$ cat config.mk
export PLATFORM = sky130hd
export DESIGN_NAME = serial_sub_ctrl_flat
export DESIGN_NICKNAME = d
export VERILOG_FILES = /design/src/rtl/serial_sub_pkg.sv /design/src/rtl/serial_sub_ctrl_if.sv /design/src/rtl/full_sub_decoder.sv /design/src/rtl/serial_sub_ctrl.sv /design/src/flat_wrapper.sv
export SDC_FILE = /design/constraint.sdc
export NUM_CORES = 1
export LEC_CHECK = 0
export ABC_AREA = 1
export CAP_MARGIN = 20
export CELL_PAD_IN_SITES_DETAIL_PLACEMENT = 1
export CELL_PAD_IN_SITES_GLOBAL_PLACEMENT = 1
export CORE_AREA = 2 2 69 71
export CTS_CLUSTER_SIZE = 14
export DETAILED_ROUTE_END_ITERATION = 12
export DIE_AREA = 0 0 71 73
export PLACE_DENSITY_LB_ADDON = 0.1
export SKIP_CTS_REPAIR_TIMING = 1
export SLEW_MARGIN = 40
export SYNTH_ARGS = -nofsm -noshare
export SYNTH_HDL_FRONTEND = slang
export SYNTH_SLANG_ARGS = --single-unit
$ cat constraint.sdc
create_clock -name clk -period 1.9 [get_ports clk]
set_input_delay 0.19 -clock clk [delete_from_list [all_inputs] [get_ports clk]]
set_output_delay 0.19 -clock clk [all_outputs]
set_load 0.05 [all_outputs]
$ cat src/rtl/serial_sub_pkg.sv
// Shared types for the bit-serial subtract sequencer.
package serial_sub_pkg;

  // Sequencer states; the unused encoding 2'd3 falls back to S_IDLE.
  typedef enum logic [1:0] {
    S_IDLE = 2'd0,
    S_RUN  = 2'd1,
    S_DONE = 2'd2
  } state_t;

endpackage

$ cat src/rtl/serial_sub_ctrl_if.sv
// Requester-side bus of the bit-serial subtract sequencer.
//
// Handshake: the requester raises start with a/b/bin valid; the sequencer
// accepts it only on an edge where it is idle (busy=0), after which a/b/bin
// may change freely. start while busy is ignored, never queued. done is a
// one-cycle pulse marking diff/bout valid; they hold until the next result.
interface serial_sub_ctrl_if #(
  parameter int WIDTH = 8
);
  import serial_sub_pkg::*;

  logic             start;
  logic [WIDTH-1:0] a;
  logic [WIDTH-1:0] b;
  logic             bin;
  logic             busy;
  logic             done;
  logic [WIDTH-1:0] diff;
  logic             bout;
  state_t           dbg_state;

  modport master (
    output start, a, b, bin,
    input  busy, done, diff, bout, dbg_state
  );

  modport slave (
    input  start, a, b, bin,
    output busy, done, diff, bout, dbg_state
  );

endinterface

$ cat src/rtl/full_sub_decoder.sv
// One-bit full subtractor cell: d = a - b - c, br = borrow out.
module full_sub_decoder (
  input  logic a,
  input  logic b,
  input  logic c,
  output logic d,
  output logic br
);

  assign d  = a ^ b ^ c;
  assign br = (~a & b) | (~(a ^ b) & c);

endmodule

$ cat src/rtl/serial_sub_ctrl.sv
// Runs a single full-subtractor cell LSB-first over WIDTH cycles to compute
// diff = a - b - bin, with a start/done handshake toward the requester.
module serial_sub_ctrl
  import serial_sub_pkg::*;
#(
  parameter int WIDTH = 8
) (
  input  logic          clk,
  input  logic          rst,
  serial_sub_ctrl_if.slave bus
);

  // Extra counter bit keeps WIDTH=1 legal (single RUN cycle, cnt stays 0).
  localparam int CW = $clog2(WIDTH) + 1;
  localparam logic [CW-1:0] LAST = CW'(WIDTH - 1);

  state_t           state;
  state_t           state_nx;
  logic [WIDTH-1:0] sa;
  logic [WIDTH-1:0] sb;
  logic [WIDTH-1:0] sr;
  logic             brw;
  logic [CW-1:0]    cnt;
  logic             accept;
  logic             shift_en;
  logic             load_out;
  logic             busy_c;
  logic             cell_d;
  logic             cell_br;
  logic             done_q;
  logic [WIDTH-1:0] diff_q;
  logic             bout_q;

  // Cell sees only registered bits, so its path is one gate deep.
  full_sub_decoder u_cell (
    .a  (sa[0]),
    .b  (sb[0]),
    .c  (brw),
    .d  (cell_d),
    .br (cell_br)
  );

  // State register.
  always_ff @(posedge clk or posedge rst) begin
    if (rst) state <= S_IDLE;
    else     state <= state_nx;
  end

  // Next-state: IDLE -> RUN on start, RUN for WIDTH edges, DONE for one.
  always_comb begin
    state_nx = S_IDLE;
    case (state)
      S_IDLE:  state_nx = bus.start ? S_RUN : S_IDLE;
      S_RUN:   state_nx = (cnt == LAST) ? S_DONE : S_RUN;
      S_DONE:  state_nx = S_IDLE;
      default: state_nx = S_IDLE;
    endcase
  end

  // Decoded controls for the datapath and the busy flag.
  always_comb begin
    accept   = 1'b0;
    shift_en = 1'b0;
    load_out = 1'b0;
    busy_c   = 1'b1;
    case (state)
      S_IDLE: begin
        accept = bus.start;
        busy_c = 1'b0;
      end
      S_RUN:   shift_en = 1'b1;
      S_DONE:  load_out = 1'b1;
      default: busy_c   = 1'b1;
    endcase
  end

  // Operand capture and per-bit shifting; result bits enter at the MSB.
  always_ff @(posedge clk or posedge rst) begin
    if (rst) begin
      sa  <= '0;
      sb  <= '0;
      sr  <= '0;
      brw <= 1'b0;
      cnt <= '0;
    end else if (accept) begin
      sa  <= bus.a;
      sb  <= bus.b;
      brw <= bus.bin;
      cnt <= '0;
    end else if (shift_en) begin
      sa  <= sa >> 1;
      sb  <= sb >> 1;
      sr  <= (sr >> 1) | (WIDTH'(cell_d) << (WIDTH - 1));
      brw <= cell_br;
      cnt <= cnt + CW'(1);
    end
  end

  // Registered outputs: one-cycle done, result held until the next one.
  always_ff @(posedge clk or posedge rst) begin
    if (rst) begin
      done_q <= 1'b0;
      diff_q <= '0;
      bout_q <= 1'b0;
    end else begin
      done_q <= load_out;
      if (load_out) begin
        diff_q <= sr;
        bout_q <= brw;
      end
    end
  end

  assign bus.busy      = busy_c;
  assign bus.done      = done_q;
  assign bus.diff      = diff_q;
  assign bus.bout      = bout_q;
  assign bus.dbg_state = state;

endmodule

$ cat src/flat_wrapper.sv
// flat-port wrapper written by rule: the top's interface ports become plain ports
module serial_sub_ctrl_flat import serial_sub_pkg::*;
#(
  parameter int WIDTH = 8
)
  (clk, rst, bus_start, bus_a, bus_b, bus_bin, bus_busy, bus_done, bus_diff, bus_bout, bus_dbg_state);
  serial_sub_ctrl_if #(.WIDTH(WIDTH)) bus_i ();
  input  logic clk;
  input  logic rst;
  input wire logic [$bits(bus_i.start)-1:0] bus_start;
  input wire logic [$bits(bus_i.a)-1:0] bus_a;
  input wire logic [$bits(bus_i.b)-1:0] bus_b;
  input wire logic [$bits(bus_i.bin)-1:0] bus_bin;
  output wire logic [$bits(bus_i.busy)-1:0] bus_busy;
  output wire logic [$bits(bus_i.done)-1:0] bus_done;
  output wire logic [$bits(bus_i.diff)-1:0] bus_diff;
  output wire logic [$bits(bus_i.bout)-1:0] bus_bout;
  output wire logic [$bits(bus_i.dbg_state)-1:0] bus_dbg_state;
  assign bus_i.start = bus_start;
  assign bus_i.a = bus_a;
  assign bus_i.b = bus_b;
  assign bus_i.bin = bus_bin;
  assign bus_busy = bus_i.busy;
  assign bus_done = bus_i.done;
  assign bus_diff = bus_i.diff;
  assign bus_bout = bus_i.bout;
  assign bus_dbg_state = bus_i.dbg_state;
  serial_sub_ctrl #(.WIDTH(WIDTH)) u_core (.clk(clk), .rst(rst), .bus(bus_i));
endmodule
==> impl_metrics.ini <==
[run_status]
outcome = complete, no violations

[sta]
post-route-min-period_ns = 1.76
layout_setup_ws_ns = 0.139
final_max_slew_viol_count = 0
slew_headroom_pct = 64.9
setup_viol = 0
max_freq_ghz = 0.568
rsz0062_at_grt = no
fin_crit_sh_pct = 92.7
clock-skew-final_ns = 0.00539
hold_viol = 0
worst_pin_slew_ns = 0.526
fin_tns_setup_ns = 0

[global_route]
grt_pass1_wl_um = 6410
grt-ovfl-total = 0
grt_pass1_vias = 1469
antenna_found_initial = 0
track_usage_pct = 15.4
grt_start_max_net_pins = 42

[cells_and_area]
multi_input_area_sq_um = 568
fin_cells = 283
num_antenna_cells = 0
fillers = 537
final_net_count = 250
drive_gt1_share_pct = 7.42
seqCellArea_sq_um = 1030
area_delta_synth_final_pct = 26.7

[logic_synthesis]
synth_warnings = 0
synth_area_leaders = dfrtp_1 (60%), nand2_1 (18%), nand3_1 (4.7%)
netlist_top_cells_count = nand2_1 (81), dfrtp_1 (41), inv_1 (16), nand3_1 (16)
synth-seq-area-share_pct = 59.8
async_flop_share_pct = 100
synthesis.nets = 215
syn_inst = 193
synth_area_sq_um = 1720
synth_most_common_cell = nand2_1
synth_flop_cell = dfrtp_1
synth_seq_cells = 41
yosysTopAreaCell = dfrtp_1
synth_top_area_share_pct = 59.8
syn_area_per_cell_sq_um = 8.89
synth_edf_count = 0
synth.distinct_cells = 18

[placement]
hpwl_um = 2370
dp.cells = 275
gp_congestion = 0.678
pre_cts_slack_ns = 0.366
portBuffers = 32

[drt]
finalWirelength_um = 3470
first_iter_violations = 65
route.detailed.drc = 0
vias = 1347
avgRoutedWirePerCell_um = 12.3
first_pass_iters = 4
ant_nets = 0
vias_per_cell = 4.76

[pwr]
power.density_nw_per_um2 = 1530
p_sw_w = 0.00133
p_leak_nw = 1.06
pwr-share-seq_pct = 42.0
intPower_w = 0.00199
pwr-share-clk_pct = 18.7
swShare_pct = 40.1
p_comb_share_pct = 39.3
ir_drop_mv = 0.500

[worst_setup_path]
reg2reg_slack_ns = 0.60
slowest_stage = clkdlybuf4s50_1
worst-endpoint-required_ns = 1.71
reg2regPathDepth = 6
r2r_start = u_core.bus.dbg_state[1]
worstSetupPathType = reg2out
r2r-end = u_core.cnt[3]
critical_path_buf_inv_count = 1
cp.arrival_ns = 1.57
cp_cell_sequence = clkdlybuf4s50_1
crit_family = buffers and inverters
cpPeakStageDelay_ns = 0.84
worstSetupStartpointType = flip-flop
cp_max_fo = 5
end_kind = output pin

[floorplanning]
fp.dieArea_sq_um = 5180
core_sq_um = 4540
start_util_pct = 37.8
io_pins = 33
die_x_um = 71
die_y_um = 73
rows = 25

[clock_network]
clockRootBuffer = clkbuf_8
clk_latency_ns = 0.29
tritoncts = built
path_clk_slew_ns = 0.08
cts_num_sinks = 41
numCtsBuffers = 5
clockBufferDepth = 2
h-tree-depth = 2

[run]
cap_violations = 0

[hold_path]
min_path_type = in2async
[cell families after synthesis]
| logic type | after synthesis | synth area share (%) |
|---|---|---|
| AOI/OAI and AO/OA | 20 | 5.83 |
| buffers and inverters | 25 | 7.14 |
| DFF | 41 | 59.8 |
| adders and majority gates | 2 | 1.89 |
| and+or+nand+nor | 104 | 24.9 |
| xor gates and xnor gates | 1 | 0.510 |
[worst reg2reg max path: stages (launching register included)]
cell and delay [ns]:
dfrtp_1 0.43, inv_1 0.11, nand2_2 0.12, inv_2 0.29
nand3_1 0.13, nand2_1 0.08, inv_1 0.04
[power groups by stage]
stage	Sequential (W)	Clock (W)	Combinational [W]
after floorplan	0.00163	0	0.000751
after global placement	0.00140	0	0.00129
after detailed placement	0.00141	0	0.00134
after CTS	0.00140	0.000654	0.00134
after global routing	0.00145	0.000679	0.00150
final	0.00140	0.000624	0.00131
[layout make-up]
cell class | instances | area share [%]
sequential | 41 | 47.2
multi-input combinational | 127 | 26.1
timing repair buffer | 35 | 15.9
clock buffer | 7 | 4.43
inverter | 18 | 3.11
tap | 54 | 3.11
clock inverter | 1 | 0.230
[routing by layer]
metal	track usage [%]	vias to the layer above	part of all wire (%)
li1	-	664	-
met2	28.3	24	52
met3	3.18	5	3.8
met4	5.24	0	1.3
met5	0	-	0
met1	17.9	654	43
[sequential cells by signal (all words and copies together) (netlist names)]
register              flops
u_core.brw                1
u_core.bus.bout           1
u_core.bus.dbg_state      2
u_core.bus.diff           8
u_core.bus.done           1
u_core.cnt                4
u_core.sa                 8
u_core.sb                 8
u_core.sr                 8
[through the flow]
| step | util (%) | hold slack [ns] | cell area (sq um) | total power [W] |
|---|---|---|---|---|
| floorplan | - | 0.300 | 1720 | 0.00238 |
| global placement | 45.7 | 0.462 | 2070 | 0.00269 |
| detailed placement | 45.7 | 0.465 | 2070 | 0.00275 |
| CTS | 47.9 | 0.375 | 2170 | 0.00339 |
| global route | 48.0 | 0.422 | 2180 | 0.00363 |
| finish | 48.0 | 0.360 | 2180 | 0.00333 |
[worst max path at each step]
stage | startpoint | end | slack, ns | cells after the start
2_1_floorplan | u_core.bus.dbg_state[1] | u_core.sa[0] | 0.53 | 6
3_3_place_gp | u_core.bus.dbg_state[0] | bus_busy | 0.43 | 3
3_5_place_dp | u_core.bus.dbg_state[0] | bus_busy | 0.37 | 3
4_1_cts | u_core.bus.dbg_state[0] | bus_busy | 0.03 | 3
5_1_grt | u_core.bus.dbg_state[0] | bus_dbg_state[0] | 0.1 | 1
6_report | u_core.bus.dbg_state[0] | bus_dbg_state[0] | 0.14 | 1
[cells in the final DEF (no fill, tap or decap)]
master           synthesis  routed
inv_1                   16      16
nand2_1                 81      81
buf_4                    3       3
or2_1                    1       1
inv_2                    2       2
nor2_1                   2       2
nor3_2                   1       1
clkbuf_8                 0       7
o21ai_1                 10      10
clkdlybuf4s50_1          0      31
ha_1                     1       1
dfrtp_1                 41      41
xnor2_1                  1       1
nor2_2                   1       1
o21ai_0                 10      10
nand3_1                 16      16
nand2_2                  2       2
clkinv_2                 0       1
fa_1                     1       1
dlymetal6s2s_1           0       1
(Power assumes the default switching activity.)
